File: src/rtl/delay_sequencer.sv
// rtl/delay_sequencer.sv - queues delay values and drives an external down-counter through load/settle/run/done
// Optional feature macro: DELAY_SEQ_ZERO_BYPASS_EN (zero delays skip the counter entirely).
module delay_sequencer #(
    parameter int WIDTH = 4,
    parameter int DEPTH = 4
) (
    input  logic                     clock,
    input  logic                     reset,
    input  logic                     req_valid,
    output logic                     req_ready,
    input  logic [WIDTH-1:0]         req_value,
    output logic [WIDTH-1:0]         cnt_in,
    output logic                     cnt_latch,
    output logic                     cnt_dec,
    input  logic                     cnt_zero,
    output logic                     done,
    output logic                     busy,
    output logic [$clog2(DEPTH):0]   level
);

    localparam int AW = $clog2(DEPTH);
    localparam logic [AW:0] LEVEL_FULL = (AW+1)'(DEPTH);
    localparam logic [AW:0] LEVEL_ONE  = (AW+1)'(1);

    typedef enum logic [2:0] {
        ST_IDLE,
        ST_LOAD,
        ST_SETTLE,
        ST_RUN,
        ST_DONE
    } state_t;

    state_t             state;
    state_t             state_nxt;
    logic [WIDTH-1:0]   mem [DEPTH];
    logic [AW-1:0]      wr_ptr;
    logic [AW-1:0]      rd_ptr;
    logic [WIDTH-1:0]   head;
    logic [WIDTH-1:0]   cur_value;
    logic               push;
    logic               pop;

    assign req_ready = (level != LEVEL_FULL);
    assign push      = req_valid && req_ready;
    assign head      = mem[rd_ptr];
    assign cnt_in    = cur_value;
    // Decrement stops combinationally on zero so the counter can never wrap.
    assign cnt_dec   = (state == ST_RUN) && !cnt_zero;

    always_comb begin
        state_nxt = state;
        pop       = 1'b0;
        case (state)
            ST_IDLE, ST_DONE: begin
                if (level != '0) begin
                    pop = 1'b1;
`ifdef DELAY_SEQ_ZERO_BYPASS_EN
                    state_nxt = (head == '0) ? ST_DONE : ST_LOAD;
`else
                    state_nxt = ST_LOAD;
`endif
                end else begin
                    state_nxt = ST_IDLE;
                end
            end
            ST_LOAD:   state_nxt = ST_SETTLE;
            ST_SETTLE: state_nxt = ST_RUN;
            ST_RUN:    if (cnt_zero) state_nxt = ST_DONE;
            default:   state_nxt = ST_IDLE;
        endcase
    end

    always_ff @(posedge clock) begin
        if (push) begin
            mem[wr_ptr] <= req_value;
        end
    end

    always_ff @(posedge clock or posedge reset) begin
        if (reset) begin
            wr_ptr <= '0;
            rd_ptr <= '0;
            level  <= '0;
        end else begin
            if (push) begin
                wr_ptr <= wr_ptr + 1'b1;
            end
            if (pop) begin
                rd_ptr <= rd_ptr + 1'b1;
            end
            case ({push, pop})
                2'b10:   level <= level + LEVEL_ONE;
                2'b01:   level <= level - LEVEL_ONE;
                default: level <= level;
            endcase
        end
    end

    // Outputs are registered from the next state so they line up with the state they belong to.
    always_ff @(posedge clock or posedge reset) begin
        if (reset) begin
            state     <= ST_IDLE;
            cur_value <= '0;
            cnt_latch <= 1'b0;
            done      <= 1'b0;
            busy      <= 1'b0;
        end else begin
            state     <= state_nxt;
            cnt_latch <= (state_nxt == ST_LOAD);
            done      <= (state_nxt == ST_DONE);
            busy      <= (state_nxt != ST_IDLE);
            if (pop) begin
                cur_value <= head;
            end
        end
    end

endmodule

File: config.mk
export PLATFORM = sky130hd
export DESIGN_NAME = delay_sequencer
export DESIGN_NICKNAME = d
export VERILOG_FILES = /design/src/rtl/delay_sequencer.sv
export SDC_FILE = /design/constraint.sdc
export NUM_CORES = 1
export LEC_CHECK = 0
export CAP_MARGIN = 20
export CORE_ASPECT_RATIO = 2
export CORE_MARGIN = 5
export CORE_UTILIZATION = 43
export DETAILED_ROUTE_END_ITERATION = 10
export DONT_BUFFER_PORTS = 1
export PLACE_DENSITY_LB_ADDON = 0.12
export SETUP_SLACK_MARGIN = 0.5
export SLEW_MARGIN = 20
export SYNTH_ARGS = -nofsm -noshare
export SYNTH_HDL_FRONTEND = slang
export SYNTH_SLANG_ARGS = --single-unit
export TNS_END_PERCENT = 20
File: constraint.sdc
create_clock -name clock -period 2.06 [get_ports clock]
set_clock_uncertainty 0.05 [all_clocks]
set_input_delay 0.206 -clock clock [delete_from_list [all_inputs] [get_ports clock]]
set_output_delay 0.206 -clock clock [all_outputs]
set_load 0.02 [all_outputs]
# Word level (Yosys, flattened, before mapping)
# Memories as Yosys holds them, arrays and structs flattened. A register that Yosys moved wholly into a read port is not among the register bits.
# Cells that the tools add are included.
[word_totals]
register_bits = 13
latchBits = 0
ramBits = 16
mem_bits_ro = 0
in_bits = 8
output_inout_bits = 12
elab_cells = 37
n_memories = 1
[op_classes]
addsub = 4
n_mul = 0
n_div = 0
n_lt_le_gt_ge = 0
n_eq_ne = 9
shift = 0
muxes = 8
bitwise = 0
n_reduce_logical = 8
[memory_table]
columns = ["memory", "depth", "width", "rd", "rd_ports_with_merged_regs", "write_ports", "line", "rtl"]
rows = [
  ["mem", 4, 4, 1, 1, 1, "35", "logic [WIDTH-1:0] mem [DEPTH];"],
]
[op_table]
columns = ["operator", "n"]
rows = [
  ["$pmux 3 s4", 1],
  ["$eq 3x1->1 const B", 2],
  ["$eq 3x2->1 const B", 2],
  ["$eq 3x3->1 const B", 2],
  ["$pmux 3 s2", 1],
  ["$reduce_bool 3->1", 2],
  ["$mux 1", 5],
  ["$add 2x1->2 const B", 2],
  ["$add 3x1->3 const B", 1],
  ["$logic_not 3->1", 1],
  ["$mux 3", 1],
  ["$ne 3x3->1 const B", 1],
  ["$sub 3x1->3 const B", 1],
  ["$eq 2x1->1 const B", 1],
  ["$eq 2x2->1 const B", 1],
  ["$logic_and 1x1->1", 2],
  ["$reduce_bool 2->1", 1],
  ["$reduce_or 2->1", 1],
  ["$logic_not 1->1", 1],
]

# Logic depth before layout (Yosys ltp)
# Gate-level depths: netlist of run 1.
[logic_depth]
word_depth = 5
mapped_depth = 9
ltp_nobuf = 9

# Least setup slack after synthesis of run 1
# Ideal clock, no wire load.
[synth_timing]
kind = "register to register"
start = "register level[0]"
end = "register level[2]"
setup_ns = 0.080
t_arrival_ns = 2.152
required_time_ns = 1.930
path_slack_ns = -0.222
stages_incl_launch_ff = 10
path_buffers = 0
period_less_slack_ns = 2.282
cell_sequence = "dfrtp_1 > or3b_4 > and2_4 > inv_1 > ha_1 > inv_1 > fa_1 > xor2_1 > nor2_1 > xor2_1"
[synth_between]
word_cells_on_any_way = 11
cone_classes = "add/sub: 2; eq/ne: 3; mux: 3; reduce/logical: 3"
[synth_lines]
columns = ["item", "line", "rtl"]
rows = [
  ["start: declaration", "18", "output logic [$clog2(DEPTH):0] level"],
  ["start signal: assignment", "92", "2'b10: level <= level + LEVEL_ONE;"],
  ["start signal: assignment", "93", "2'b01: level <= level - LEVEL_ONE;"],
  ["start signal: assignment", "94", "default: level <= level;"],
  ["$ne 3x3->1 (*)", "43", "assign req_ready = (level != LEVEL_FULL);"],
  ["named net req_ready", "10", "output logic req_ready,"],
  ["$logic_and 1x1->1 (*)", "44", "assign push = req_valid && req_ready;"],
  ["$eq 2x1->1 / $eq 2x2->1 (equally long branches)", "91", "case ({push, pop})"],
  ["$pmux 3 s2 / $reduce_bool 2->1 (equally long branches)", "-", ""],
]
# Mark *: on every way through the listed nets, which the timed path passes. The rest lies on a longest branch.
# A chain may end at the register's enable or synchronous reset.

# Worst setup path in the final report of run 1
[layout_timing]
start = "register level[0]"
end = "register level[2]"
[layout_between]
elab_chain_cells = 5
word_cells_on_any_way = 11
cone_classes = "add/sub: 2; eq/ne: 3; mux: 3; reduce/logical: 3"
[layout_rtl]
columns = ["item", "line", "rtl"]
rows = [
  ["$reduce_bool 3->1", "55", "if (level != '0) begin"],
  ["$mux 1", "55", ""],
  ["$mux 1", "53", "case (state)"],
  ["$eq 2x1->1 / $eq 2x2->1 (equally long branches)", "91", ""],
  ["$pmux 3 s2 / $reduce_bool 2->1 (equally long branches)", "-", ""],
]
# Several ways; a longest one is shown, not always the timed one.

==> parameters.txt, run 1 <==
Parameter                              Value

Yosys
  Number of instances in the synthesized netlist    87
  Most frequent cell after synthesis    sky130_fd_sc_hd__dfrtp_1
  Share of synthesized area occupied by flip-flops and latches    66.3%
  Net Count, Synth    101
  Average footprint of a synthesized cell    15.7 um^2
  Post-synth top area cell    sky130_fd_sc_hd__edfxtp_1
  Yosys cell types    24
  Primary flip-flop cell chosen by synthesis mapping    sky130_fd_sc_hd__dfrtp_1
  Synth top area share    35.2%
  Top cells by count, synth    17 x sky130_fd_sc_hd__dfrtp_1, 16 x sky130_fd_sc_hd__edfxtp_1, 9 x sky130_fd_sc_hd__inv_1
  Fraction of registers with async set/reset    51.5%
  Cell types occupying the most area after synthesis    sky130_fd_sc_hd__edfxtp_1 35%, sky130_fd_sc_hd__dfrtp_1 31%, sky130_fd_sc_hd__mux4_2 6.6%
  Yosys warning count    0
  Yosys reg bits    33
  Summed instance area of the synthesized netlist    1370 um^2
  Number of synthesized flops with an enable pin    16

Pwr
  Max rail drop VDD    0.000992 V
  Cell Pwr Density    1580 nW/um^2
  Leakage Power    0.684 nW

Routing
  Total met3 wirelength after detailed routing    130 um
  Via density per instance    5.22
  Number of detailed-route iterations in the first pass    3
  Routed vias    731
  Number of nets still failing antenna checks after routing    0
  Violation count after the first detailed-routing iteration    10
  Met2 wire length    1.28 mm
  Detail-routed net length per standard cell    15.7 um
  Highest signal layer in the routed design    met4
  Overall routed net length    2.20 mm
  WL met1    753 um
  DRC violation count after routing    0

Placement
  Final RePlAce weighted congestion    0.714
  Port buffer count    0
  Worst slack after detailed placement    0.00671 ns
  Cell Area, Placed    1480 um^2
  Placed wire-length estimate    1.71 mm

Floorplan
  Number of top-level pins    20
  Core outline area    3120 um^2
  Total Die Area    4470 um^2
  Vert. Die Dim    89.7 um
  Cell row count    29
  Die X    49.9 um
  Initial core utilization    43.8%

Layout
  Antenna diode count    0
  Net total in the final layout    122
  Area delta synth->final    22.6%
  Ratio of cells with drive above 1 in the final layout    42.2%
  Multi-input gate area in the final layout    474 um^2
  Layout filler cell count    273
  Post-Layout Inst Area    1680 um^2
  Footprint of the flip-flops and latches    911 um^2

Clocking
  CTS tree    yes
  Buffer type at the clock tree root    sky130_fd_sc_hd__clkbuf_8
  Largest buffer count on any clock path    2
  Clock edge transition at the registers on the reported setup and hold paths    0.07 ns
  Clock latency on the worst-skew pair    0.28 ns
  Number of H-tree levels    2
  Num CTS Buffers    5
  CTS sink count    33

Flow run
  Max-capacitance violation count    0

STA
  Setup repair after global routing missed its margin    true
  Final worst path period need    2.00 ns
  Max Transition Viols Final    0
  Final setup vio count    0
  Worst Slack Setup Final    0.0555 ns
  Worst Tran Pin Value    0.663 ns
  Final-report hold violation count    0
  Max Clock Freq    0.499 GHz
  Final period util    97.3%
  Slew HR    55.8%
  Total negative slack for setup checks    0 ns

Critical path
  Category of the critical setup timing path    flip-flop to flip-flop
  CP endpoint kind    flip-flop
  Master of the slowest instance on the critical path    sky130_fd_sc_hd__dfrtp_2
  Required time at the worst-slack endpoint    2.21 ns
  Reg2reg setup slack    0.06 ns
  R2r worst-path depth    9
  Capturing point of the worst reg2reg path    level[2]
  Crit path top cell by count    sky130_fd_sc_hd__xor2_1
  CP arrival    2.16 ns
  Kind of launch point of the worst setup path    flip-flop
  Worst path bufs/invs    2
  Source of the worst register-to-register timing path    level[0]
  CP delay by family, top    simple AND/OR/NAND/NOR gates
  Critical path's largest stage delay    0.42 ns
  Worst-path cell chain    or3b_4, and2_4, inv_4, ha_4, inv_2, fa_2, xor2_1, nor2_1, xor2_1
  Critical-path maximum fanout    2

Worst hold path
  Worst hold path depth    2
  Worst Hold Launch    cnt_zero
  Hold path endpoint    done
  Hold Path Class    primary input to flip-flop

GRT
  GR Util All Layers    10.9%
  Via count of the first global-routing pass    762
  Number of antenna violations at the first check in global routing    0
  Total grt overflow    0
  First-pass GRT wire length    3.68 mm
  Maximum number of pins on one net before global-route repair    18

Run status
  Outcome    complete, no violations
-- cell usage in the layout (no fill, tap or decap) --
| cell | count |
|---|---|
| sky130_fd_sc_hd__a21oi_1 | 1 |
| sky130_fd_sc_hd__and2_1 | 1 |
| sky130_fd_sc_hd__and2_4 | 1 |
| sky130_fd_sc_hd__and3_4 | 4 |
| sky130_fd_sc_hd__buf_4 | 9 |
| sky130_fd_sc_hd__buf_6 | 1 |
| sky130_fd_sc_hd__clkbuf_8 | 5 |
| sky130_fd_sc_hd__clkinv_2 | 2 |
| sky130_fd_sc_hd__clkinvlp_4 | 1 |
| sky130_fd_sc_hd__dfrtp_1 | 13 |
| sky130_fd_sc_hd__dfrtp_2 | 4 |
| sky130_fd_sc_hd__dlygate4sd3_1 | 5 |
| sky130_fd_sc_hd__edfxtp_1 | 16 |
| sky130_fd_sc_hd__fa_2 | 1 |
| sky130_fd_sc_hd__ha_1 | 4 |
| sky130_fd_sc_hd__ha_4 | 1 |
| sky130_fd_sc_hd__inv_1 | 6 |
| sky130_fd_sc_hd__inv_2 | 2 |
| sky130_fd_sc_hd__inv_4 | 1 |
| sky130_fd_sc_hd__mux2_2 | 4 |
| sky130_fd_sc_hd__mux2_4 | 1 |
| sky130_fd_sc_hd__mux4_2 | 4 |
| sky130_fd_sc_hd__nand2_1 | 3 |
| sky130_fd_sc_hd__nand2b_1 | 1 |
| sky130_fd_sc_hd__nand2b_4 | 1 |
| sky130_fd_sc_hd__nand3b_1 | 1 |
| sky130_fd_sc_hd__nor2_1 | 4 |
| sky130_fd_sc_hd__nor3_4 | 1 |
| sky130_fd_sc_hd__nor3b_1 | 1 |
| sky130_fd_sc_hd__o21ai_0 | 1 |
| sky130_fd_sc_hd__o21ai_2 | 1 |
| sky130_fd_sc_hd__or2_2 | 1 |
| sky130_fd_sc_hd__or3b_4 | 1 |
| sky130_fd_sc_hd__xnor2_1 | 4 |
| sky130_fd_sc_hd__xor2_1 | 2 |
-- cell families after synthesis --
group / Yosys count / synth area share [%]
compound gates: 3 / 1.10
xor+xnor: 6 / 3.85
fa+ha+maj: 6 / 6.04
buf+inv: 10 / 2.84
flops: 33 / 66.3
mux: 9 / 11.0
simple gates: 20 / 8.88
-- power breakdown --
group          switching (W)  internal [W]
sequential          0.000243      0.000940
combinational       0.000457      0.000552
clock               0.000226      0.000233
-- metal layers --
layer	vias up	GRT usage, %
li1	342	-
met1	366	10.7
met2	18	18.9
met3	5	4.30
met4	0	5.25
met5	-	0
-- repair_timing --
| item | in CTS | in global routing |
|---|---|---|
| pin swaps | 3 | 1 |
| gates cloned | 0 | 0 |
| endpoints found under the setup margin | 7 | 23 |
| buffers inserted | 1 | 1 |
| gates resized for setup | 1 | 12 |
| hold buffers | 5 | 0 |
| hold endpoints to repair | 33 | 0 |
-- worst max-delay path by stage --
stage | to | cells after the start | slack, ns | start
floorplan | level[2] | 9 | -0.12 | level[1]
global placement | level[1] | 8 | 0.03 | level[0]
detailed placement | level[2] | 9 | 0.007 | level[1]
CTS | level[2] | 9 | 0.04 | level[0]
global route | level[2] | 9 | -0.03 | level[1]
finish | level[2] | 9 | 0.06 | level[0]
-- flip-flops by register name, summed over array words and instances (netlist names) --
name and count:
rd_ptr 2, busy 1, wr_ptr 2, cnt_latch 1, done 1, mem 16
state 3, cnt_in 4, level 3
-- final cells by class --
class	instances	share of cell area, %
clock inverter	3	1.05
sequential	33	54.4
inverter	9	2.17
tap	31	2.32
timing repair buffer	15	7.69
multi-input combinational	44	28.3
clock buffer	5	4.11
-- metrics by stage --
stage / hold WS (ns) / power [W] / utilization [%] / instances
after detailed placement: 0.177 / 0.00209 / 47.4 / 125
after CTS: 0.00929 / 0.00258 / 52.2 / 139
after floorplan: 0.0819 / 0.00181 / - / 87
final: 0.0251 / 0.00265 / 53.7 / 140
after global routing: 0.0397 / 0.00284 / 53.7 / 140
after global placement: 0.177 / 0.00206 / 47.4 / 125
No activity file was read; power rests on OpenSTA's default activity.
==> run 2, diff against run 1 <==
--- a/config.mk
+++ b/config.mk
@@ -12,7 +12,6 @@
 export DETAILED_ROUTE_END_ITERATION = 10
 export DONT_BUFFER_PORTS = 1
 export PLACE_DENSITY_LB_ADDON = 0.12
-export SETUP_SLACK_MARGIN = 0.5
 export SLEW_MARGIN = 20
 export SYNTH_ARGS = -nofsm -noshare
 export SYNTH_HDL_FRONTEND = slang
==> run 2 against run 1 <==
Against the previous run: maximum frequency shrank 2.5%; sequential cell count stayed put; highest routed layer unchanged; cell count decreased by 1.4%; sequential share of layout area grew 1.6 points; critical path depth stayed put; worst setup slack got worse by 0.050 ns; core utilization fell by 1.6 points; critical path type unchanged; combinational power is 9% lower; clock-buffer cell count stayed put; largest power group unchanged.
==> parameters.txt, run 2 (same netlist as run 1, synthesis figures left out) <==
Parameter                              Value

GRT
  First-pass GRT wire length    3.67 mm (-0.19%)
  Number of antenna violations at the first check in global routing    0 (unchanged)
  Total grt overflow    0 (unchanged)
  GR Util All Layers    10.9% (unchanged)
  Via count of the first global-routing pass    759 (-0.39%)
  Maximum number of pins on one net before global-route repair    18 (unchanged)

Critical path
  Kind of launch point of the worst setup path    flip-flop
  Required time at the worst-slack endpoint    2.21 ns (about the same)
  Category of the critical setup timing path    flip-flop to flip-flop
  CP endpoint kind    flip-flop
  Critical-path maximum fanout    2 (unchanged)
  CP arrival    2.21 ns (+0.05 ns)

Floorplan
  Core outline area    3120 um^2 (unchanged)
  Initial core utilization    43.8% (unchanged)
  Die X    49.9 um (unchanged)
  Cell row count    29 (unchanged)
  Total Die Area    4470 um^2 (unchanged)
  Vert. Die Dim    89.7 um (unchanged)
  Number of top-level pins    20 (unchanged)

Layout
  Footprint of the flip-flops and latches    910 um^2 (-0.14%)
  Post-layout util    52.1% (-1.6 points)
  Ratio of cells with drive above 1 in the final layout    38.3% (-3.9 points)
  Most common cell after layout, fill and taps aside    sky130_fd_sc_hd__edfxtp_1
  Largest register by flop count    mem
  Antenna diode count    0 (unchanged)
  Most frequent cells in the layout    16 x sky130_fd_sc_hd__edfxtp_1, 14 x sky130_fd_sc_hd__dfrtp_1, 8 x sky130_fd_sc_hd__buf_4, 7 x sky130_fd_sc_hd__inv_1
  Multi-input gate area in the final layout    445 um^2 (-6.1%)
  Max reg flops    16 (unchanged)
  Net total in the final layout    120 (-1.6%)
  Layout filler cell count    277 (+1.5%)
  Area delta synth->final    19.0%

Routing
  Detail-routed net length per standard cell    15.8 um (+0.39%)
  Overall routed net length    2.17 mm (-1.0%)
  Number of detailed-route iterations in the first pass    4 (+1)
  Via density per instance    5.17 (-1.0%)
  Violation count after the first detailed-routing iteration    16 (+6)
  DRC violation count after routing    0 (unchanged)
  Routed vias    713 (-2.5%)
  Number of nets still failing antenna checks after routing    0 (unchanged)

Clocking
  CTS tree    yes
  Buffer type at the clock tree root    sky130_fd_sc_hd__clkbuf_8
  Largest buffer count on any clock path    2 (unchanged)
  Clock edge transition at the registers on the reported setup and hold paths    0.07 ns (about the same)
  CTS sink count    33 (unchanged)
  Number of H-tree levels    2 (unchanged)
  Num CTS Buffers    5 (unchanged)
  Clock latency on the worst-skew pair    0.28 ns (about the same)

STA
  Worst Slack Setup Final    0.00496 ns (-0.0505 ns)
  Max Clock Freq    0.487 GHz (-2.5%)
  Slew HR    56.3% (+0.53 points)
  Final setup vio count    0 (unchanged)
  Worst Tran Pin Value    0.655 ns (-0.00799 ns)
  Max Transition Viols Final    0 (unchanged)
  Final-report hold violation count    0 (unchanged)
  Final period util    99.8% (+2.5 points)
  Final worst path period need    2.06 ns (+0.0505 ns)
  Total negative slack for setup checks    0 ns (unchanged)
  Hold_ws    0.0176 ns (-0.00748 ns)
  Setup repair after global routing missed its margin    true

Pwr
  Portion of total power attributed to combinational logic    36.1% (-2.0 points)
  Portion of total power attributed to sequential cells    46.0% (+1.4 points)
  Switching power of the nets    0.000890 W (-3.8%)
  Cell Pwr Density    1570 nW/um^2 (-0.69%)
  Max rail drop VDD    0.000995 V (+0.34%)
  Leakage Power    0.676 nW (-1.3%)
  Internal power    0.00167 W (-3.4%)
  Clock share of power    18.0% (+0.7 points)
  Proportion of total power due to net switching    34.8% (-0.094 points)

Run status
  Outcome    complete, no violations

Placement
  Final RePlAce weighted congestion    0.714 (unchanged)
  Port buffer count    0 (unchanged)
  Placed wire-length estimate    1.71 mm (unchanged)
  Worst slack after detailed placement    0.00671 ns (unchanged)

Flow run
  Max-capacitance violation count    0 (unchanged)

Worst hold path
  Hold Path Class    primary input to flip-flop
[run 2: power groups by stage]
stage	Clock, W	Combinational (W)	Sequential (W)
after global routing	0.000500	0.00103	0.00121
final	0.000460	0.000921	0.00117
after CTS	0.000469	0.000920	0.00119
after floorplan	0	0.000636	0.00118
after global placement	0	0.000873	0.00119
after detailed placement	0	0.000897	0.00120
[run 2: cell type report]
type,count,area share [%]
well taps,31,2.38
inverters,9,2.23
flip-flops and latches,33,55.9
clock buffers,5,4.23
multi-input cells,44,27.4
repair buffers,13,6.77
clock inverters,3,1.08
[run 2: what timing repair did]
item,in CTS,in global routing
endpoints found under the setup margin,2,2
hold buffers,5,0
cloned,0,0
setup buffers,0,0
endpoints found under the hold margin,33,0
pin swaps,1,2
resized for setup,1,3
[run 2: final timing paths]
check / from / end / slack, ns / cells after the start
setup / recovery: level[1] / level[2] / 0.005 / 9
hold / removal: cnt_zero / done / 0.02 / 2
setup reg to reg: level[1] / level[2] / 0.005 / 9
hold reg to reg: state[1] / state[1] / 0.42 / 1
max in group asynchronous: reset / level[1] / 1.09 / 2
min in group asynchronous: reset / state[2] / 0.41 / 2
[run 2: metrics by stage]
| step | power, W | std cells | instance area (um^2) |
|---|---|---|---|
| 6_report | 0.00256 | 138 | 1630 |
| 5_1_grt | 0.00274 | 138 | 1630 |
| 4_1_cts | 0.00257 | 138 | 1620 |
| 3_5_place_dp | 0.00209 | 125 | 1480 |
| 3_3_place_gp | 0.00206 | 125 | 1480 |
| 2_1_floorplan | 0.00181 | 87 | 1390 |
[run 2: per-layer routing]
layer  share of wire (%)  global-route usage (%)  wire, um  vias up
met1                  35                    10.6       754      356
met2                  59                    19.0      1270       17
li1                    -                       -         -      338
met3                 5.6                    4.30       122        2
met4                 1.1                    5.25        24        0
met5                   0                       0         0        -
[run 2: worst max-delay path, stage by stage (launching register included)]
cell,delay (ns)
sky130_fd_sc_hd__dfrtp_2,0.40
sky130_fd_sc_hd__or3b_4,0.39
sky130_fd_sc_hd__and2_4,0.16
sky130_fd_sc_hd__inv_4,0.05
sky130_fd_sc_hd__ha_4,0.13
sky130_fd_sc_hd__inv_2,0.04
sky130_fd_sc_hd__fa_2,0.35
sky130_fd_sc_hd__xor2_1,0.14
sky130_fd_sc_hd__nor2_1,0.12
sky130_fd_sc_hd__xor2_1,0.14
